<file path="src/rtl/dlog_search.sv">
// Brute-force discrete-log search: smallest x in [0, max_exp] with g^x mod r == y.
// Optional early stop at the order of g when DLOG_ORDER_DETECT_EN is defined.
module dlog_search #(
  parameter int unsigned len = 16
) (
  input  logic           clk,
  input  logic           rst,
  input  logic           start,
  input  logic [len-1:0] g_in,
  input  logic [len-1:0] y_in,
  input  logic [len-1:0] r,
  input  logic [len-1:0] max_exp,
  output logic [len-1:0] x_out,
  output logic           found,
  output logic           done,
  output logic           busy
);

  typedef enum logic [2:0] {
    StIdle,
    StInit,
    StCompare,
    StMul,
    StMulWait,
    StDone
  } state_e;

  state_e state_q, state_d;

  logic [len-1:0] acc_q, acc_d;
  logic [len-1:0] x_q, x_d;
  logic [len-1:0] g_q, g_d;
  logic [len-1:0] y_q, y_d;
  logic [len-1:0] lim_q, lim_d;
  logic [len-1:0] mul_a_q, mul_a_d;
  logic [len-1:0] mul_b_q, mul_b_d;
  logic [len-1:0] x_out_q, x_out_d;
  logic           found_q, found_d;
  logic           done_q, done_d;

  // Combinational modular multiply on registered operands; r is held stable while busy.
  logic [2*len-1:0] prod;
  logic [2*len-1:0] r_ext;
  logic [len-1:0]   mul_c;

  always_comb begin
    prod  = mul_a_q * mul_b_q;
    r_ext = {{len{1'b0}}, r};
    mul_c = '0;
    if (r != '0) begin
      mul_c = len'(prod % r_ext);
    end
  end

  always_comb begin
    state_d = state_q;
    acc_d   = acc_q;
    x_d     = x_q;
    g_d     = g_q;
    y_d     = y_q;
    lim_d   = lim_q;
    mul_a_d = mul_a_q;
    mul_b_d = mul_b_q;
    x_out_d = x_out_q;
    found_d = found_q;
    done_d  = 1'b0;

    unique case (state_q)
      StIdle: begin
        if (start) begin
          state_d = StInit;
        end
      end
      StInit: begin
        g_d     = g_in;
        y_d     = y_in;
        lim_d   = max_exp;
        acc_d   = len'(1);
        x_d     = '0;
        found_d = 1'b0;
        x_out_d = '0;
        // A modulus below 2 has no meaningful residues; report not found at once.
        if (r < len'(2)) begin
          state_d = StDone;
        end else begin
          state_d = StCompare;
        end
      end
      StCompare: begin
        if (acc_q == y_q) begin
          found_d = 1'b1;
          x_out_d = x_q;
          state_d = StDone;
`ifdef DLOG_ORDER_DETECT_EN
        end else if ((x_q != '0) && (acc_q == len'(1))) begin
          // Powers of g have cycled back to 1: no new residue can appear.
          x_out_d = x_q;
          state_d = StDone;
`endif
        end else if (x_q == lim_q) begin
          x_out_d = x_q;
          state_d = StDone;
        end else begin
          state_d = StMul;
        end
      end
      StMul: begin
        mul_a_d = acc_q;
        mul_b_d = g_q;
        state_d = StMulWait;
      end
      StMulWait: begin
        // Bound check precedes this increment, so x never wraps.
        acc_d   = mul_c;
        x_d     = x_q + len'(1);
        state_d = StCompare;
      end
      StDone: begin
        done_d  = 1'b1;
        state_d = StIdle;
      end
      default: begin
        state_d = StIdle;
      end
    endcase
  end

  always_ff @(posedge clk or negedge rst) begin
    if (!rst) begin
      state_q <= StIdle;
      acc_q   <= '0;
      x_q     <= '0;
      g_q     <= '0;
      y_q     <= '0;
      lim_q   <= '0;
      mul_a_q <= '0;
      mul_b_q <= '0;
      x_out_q <= '0;
      found_q <= 1'b0;
      done_q  <= 1'b0;
    end else begin
      state_q <= state_d;
      acc_q   <= acc_d;
      x_q     <= x_d;
      g_q     <= g_d;
      y_q     <= y_d;
      lim_q   <= lim_d;
      mul_a_q <= mul_a_d;
      mul_b_q <= mul_b_d;
      x_out_q <= x_out_d;
      found_q <= found_d;
      done_q  <= done_d;
    end
  end

  assign x_out = x_out_q;
  assign found = found_q;
  assign done  = done_q;
  assign busy  = (state_q != StIdle);

endmodule

</file>
<file path="config.mk">
export PLATFORM = sky130hd
export DESIGN_NAME = dlog_search
export DESIGN_NICKNAME = d
export VERILOG_FILES = /design/src/rtl/dlog_search.sv
export SDC_FILE = /design/constraint.sdc
export NUM_CORES = 2
export LEC_CHECK = 0
export CAP_MARGIN = 20
export CORE_UTILIZATION = 60
export CTS_BUF_LIST = sky130_fd_sc_hd__clkbuf_16
export CTS_CLUSTER_SIZE = 28
export DETAILED_ROUTE_END_ITERATION = 10
export GPL_ROUTABILITY_DRIVEN = 0
export MAX_ROUTING_LAYER = met4
export PLACE_DENSITY = 0.77
export REMOVE_ABC_BUFFERS = 1
export SYNTH_ARGS = -nofsm -noshare
export SYNTH_HDL_FRONTEND = slang
export SYNTH_SLANG_ARGS = --single-unit
</file>
<file path="constraint.sdc">
create_clock -name clk -period 109.7 [get_ports clk]
set_input_delay 21.94 -clock clk [delete_from_list [all_inputs] [get_ports clk]]
set_output_delay 21.94 -clock clk [all_outputs]
set_load 0.1 [all_outputs]
</file>
Word-level counts from Yosys, hierarchy flattened
Index checks and enable logic that the tools add are counted. W data, S select, Z words.

Register bits after elaboration: 133. Output and inout bits: 19.

Add/sub/neg operators: 1. $mul: 1. Div/mod/pow operators: 1. Magnitude comparators: 1. Eq/ne operators: 10. Muxes and demuxes: 14. Reductions and logical operators: 7.

Operator list (number): $pmux W16 S2 (3); $mux W16 (3); $eq A16 B16 Y1 (2); $mod A32 B16 Y32 (1); $mul A16 B16 Y32 (1); $add A16 B1 Y16 const B (1); $lt A16 B2 Y1 const B (1); $reduce_bool A16 Y1 (1); $pmux W3 S5 (1); $mux W3 (4); $eq A3 B2 Y1 const B (2); $eq A3 B3 Y1 const B (2); $ne A2 B2 Y1 const B (2); $reduce_and A2 Y1 (2); $reduce_bool A2 Y1 (2); $eq A3 B1 Y1 const B (1); $logic_not A3 Y1 (1); $ne A3 B3 Y1 const B (1); $reduce_bool A3 Y1 (1); $mux W1 (2); $pmux W1 S2 (1).

Logic depth before layout (Yosys ltp)
Depth after elaboration: 4. Mapped depth: 504. Mapped depth without buffers: 461.

Worst setup path after synthesis
OpenSTA, ideal clock, no wires.

Path type: input-to-reg. Start: input port r[8]. End: register acc_q[1]. Setup time: 131 ps. Data arrival time: 111996 ps. Data required time: 109569 ps. Slack: -2427 ps. Stages on the path: 462. Buffers on the path: 47. Cells stage by stage: inv_1 and4_1 buf_4 nand4_1 and4b_1 o21ai_0 nor3b_1 ha_1 o21a_1 o21ai_1 nor3_1 mux2_2 ha_1 a21oi_1 and2_1 clkbuf_1 o32a_1 nand2b_1 [426 not listed] o21ai_0 nand2b_1 a21o_1 a21o_1 a21o_1 a21o_1 a221oi_1 nor2b_1 o21ai_0 nand2b_1 o21ai_0 nand2b_1 a221o_1 or4_1 a2111o_1 a221oi_2 nor3_1 or3_1.

Longest elaborated chain between the ends: 3.

RTL lines: from (decl) (RTL line 11) `input logic [len-1:0] r,`; $mod A32 B16 Y32 or $reduce_bool A16 Y1 (tied branches) (RTL line 51, 50); $mux W16 (*) (RTL line 50) `if (r != '0) begin`; $pmux W16 S2 (*) (RTL line 68) `unique case (state_q)`; to (signal assigned) (RTL line 131) `acc_q <= '0;`; to (signal assigned) (RTL line 143) `acc_q <= acc_d;`; to (decl) (RTL line 30) `logic [len-1:0] acc_q, acc_d;`.

Every way passes the cells marked *; elsewhere a longest branch is shown, timed or not. A chain may end at the register's enable or synchronous reset.

Worst setup path after layout
Start: input port r[11]. End: register acc_q[1].

Same word-level chain as after synthesis.

==> flow_summary.toml <==
[outcome]
status = "finished, final reports clean"

[clock_tree]
cts.clk_slew.worst_paths_ns = 0.06
cts_hold_buf = 0
cts.sinks = 133
h-tree-depth = 4
cts_made_buffers = 17
clockBufferDepth = 2
cts_tree = "built"
clk_latency_ns = 0.43
clock-root-buffer = "clkbuf_16"

[worst_setup_path]
end_kind = "flip-flop"
critical_path_buf_inv_count = 24
criticalPathCategory = "in2reg"
critPathSlowestCell = "or4_1"
cp_max_fo = 29
reg2reg_depth = 454
critPathMostFrequentCell = "o21a_1"
cpLargestDelayFamily = "compound AO/OA/AOI/OAI gates"
arrival_ns = 105.97
rr_endpoint = "acc_q[1]$_DFFE_PN0P_"
slowest_delay_ns = 0.52
reg2reg_from = "mul_a_q[7]$_DFFE_PN0N_"
r2r_slack_ns = 19.54
cp.required_ns = 110.00
setup.worst_path.start_class = "input pin"

[layout]
final_common_cell = "nand2_1"
final_core_util = 0.683
area_growth_pct = 12.3
nNetsFinal = 5871
drive_gt1_frac = 0.139
most-common-layout-cells = "nand2_1, ha_1, nor2_1"
n_fill_cell = 5119

[sta]
slew_violations = 0
min_period_ns = 105.67
final-setup-viol-count = 0
worst_hold_slack_ns = 0.470
worst_pin_slew_ns = 1.18
fin_skew_ns = 0.00967
max-slew-margin-rel = 0.213
hold_violations = 0
fmax_mhz = 9.46
finalSetupTns_ns = 0
period_share = 0.963

[detailed_routing]
via_per_inst = 6.37
wl_per_cell_um = 18.5
ant_nets = 0
drt_iter0_drc = 3158
drt_wl_total_mm = 111
drcViolationCount = 0
dr.pass1.iters = 6
vias = 38000

[die]
die-area_sq_um = 63700
row_count = 91
core_area_sq_um = 61800
chipWidth_um = 252
die_y_um = 252
io_pins = 86
initial_utilization = 0.608

[logic_synthesis]
syn-cell-area_sq_um = 37600
ys_seq_elements = 133
synth-warning-count = 0
synth-edff-count = 0
avgSynthCellArea_sq_um = 7.66
ys_types = 127
synth-seq-area-share = 0.0885
synthFlopType = "dfrtp_1"
syn_inst = 4906
async_flop_share = 1.00

[hold_path]
min_from = "g_q[7]$_DFFE_PN0P_"
min_path_cells = 2
holdCritPathClass = "reg2reg"
holdPathEnd = "g_q[7]$_DFFE_PN0P_"

[run]
drv_cap = 0

[global_route]
gr-total-overflow = 0
grt_pass1_vias = 35800
grt_max_degree = 79
grt_antenna_before_repair = 1
grt_use_total = 0.343
grt_first_pass_wirelength_mm = 176

[placement]
dp_hpwl_mm = 85.5
port_buffers = 85
[registers in the layout, summed over array words and instances (netlist names), 3 cells and up]
signal / flops
x_q: 16
acc_q: 16
state_q: 3
y_q: 16
x_out: 16
mul_a_q: 16
lim_q: 16
mul_b_q: 16
g_q: 16
[cell families (layout without fill, tap and decap cells)]
group | after synthesis | after routing | share of synthesized area
other | 0 | 1 | 0
flip-flops | 133 | 133 | 0.0885
buffers and inverters | 474 | 691 | 0.0530
multiplexers | 156 | 156 | 0.0462
XOR/XNOR | 240 | 240 | 0.0559
AO/OA/AOI/OAI | 1280 | 1280 | 0.236
AND/OR/NAND/NOR | 1926 | 1926 | 0.250
adder cells (fa/ha/maj) | 697 | 697 | 0.271
[repair_timing]
action,4_1_cts,5_1_grt
buffers inserted,6,62
resized for setup,14,222
pin swaps,1,78
setup endpoints to repair,16,16
cloned,0,2
[cell usage after synthesis, types with 22 or more instances]
master	count	area share
o21a_1	212	0.042
mux2_2	116	0.035
and2_1	176	0.029
nand2b_1	52	0.0087
nand3_1	147	0.020
o21bai_1	22	0.0044
inv_1	311	0.031
or3_1	50	0.0083
clkbuf_1	105	0.010
nand2_1	622	0.062
nand4_1	62	0.010
nor2b_1	35	0.0058
fa_1	195	0.10
o21ai_1	26	0.0035
a21oi_1	259	0.034
xor2_1	86	0.020
and3_1	31	0.0052
a31oi_1	36	0.0060
ha_1	499	0.17
dfrtp_1	133	0.089
xnor2_1	154	0.036
or2_2	60	0.010
o21ai_0	190	0.025
nor4_1	23	0.0038
nor3_1	226	0.030
a21o_1	106	0.021
mux2i_1	34	0.0091
o31ai_1	95	0.019
nor2_1	348	0.035
o211ai_1	61	0.012
a211oi_1	30	0.0060
buf_4	24	0.0048
[worst max-delay path by stage]
stage | from | endpoint | slack (ns) | depth (start not counted)
floorplan | r[8] | acc_q[1]$_DFFE_PN0P_ | -3.57 | 415
global placement | r[12] | acc_q[1]$_DFFE_PN0P_ | 0.32 | 431
detailed placement | r[12] | acc_q[5]$_DFFE_PN0P_ | -1.83 | 434
CTS | r[12] | acc_q[5]$_DFFE_PN0P_ | 0.02 | 439
global route | r[11] | acc_q[1]$_DFFE_PN0P_ | -0.94 | 444
finish | r[11] | acc_q[1]$_DFFE_PN0P_ | 4.03 | 437
[stage by stage]
| step | instance area [sq um] | worst slack [ns] | std cells |
|---|---|---|---|
| after floorplan | 36800 | -3.57 | 4743 |
| after global placement | 40100 | 0.315 | 5857 |
| after detailed placement | 40200 | -1.83 | 5858 |
| after CTS | 40900 | 0.0151 | 5896 |
| after global routing | 42200 | -0.944 | 5961 |
| final | 42200 | 4.03 | 5961 |
[layout make-up]
class | instances | area (sq um) | share of cell area
multi-input combinational | 4299 | 33100 | 0.785
sequential | 133 | 3330 | 0.0788
timing repair buffer | 348 | 2940 | 0.0697
inverter | 311 | 1170 | 0.0276
tap | 837 | 1050 | 0.0248
clock buffer | 17 | 425 | 0.0101
clock inverter | 15 | 181 | 0.00430
antenna | 1 | 2.50 | 0.0000592
[routing by layer]
layer / share of wire / vias to the layer above / GRT usage
li1: - / 18100 / -
met1: 0.42 / 18100 / 0.433
met2: 0.47 / 1452 / 0.569
met3: 0.070 / 318 / 0.0394
met4: 0.038 / 0 / 0.119
met5: 0 / - / -
[worst register-to-register path: cells and delay by family (launching register included)]
| family | cells | cell delay [ns] |
|---|---|---|
| compound gates | 256 | 48.50 |
| simple gates | 123 | 21.80 |
| fa+ha+maj | 39 | 12.68 |
| buf+inv | 26 | 3.46 |
| mux | 9 | 2.68 |
| flops | 1 | 0.71 |
| xor+xnor | 1 | 0.18 |
Power is left out: the tool's default activity adds up to more than one toggle a clock period on the data nets, which glitch-free logic cannot reach.
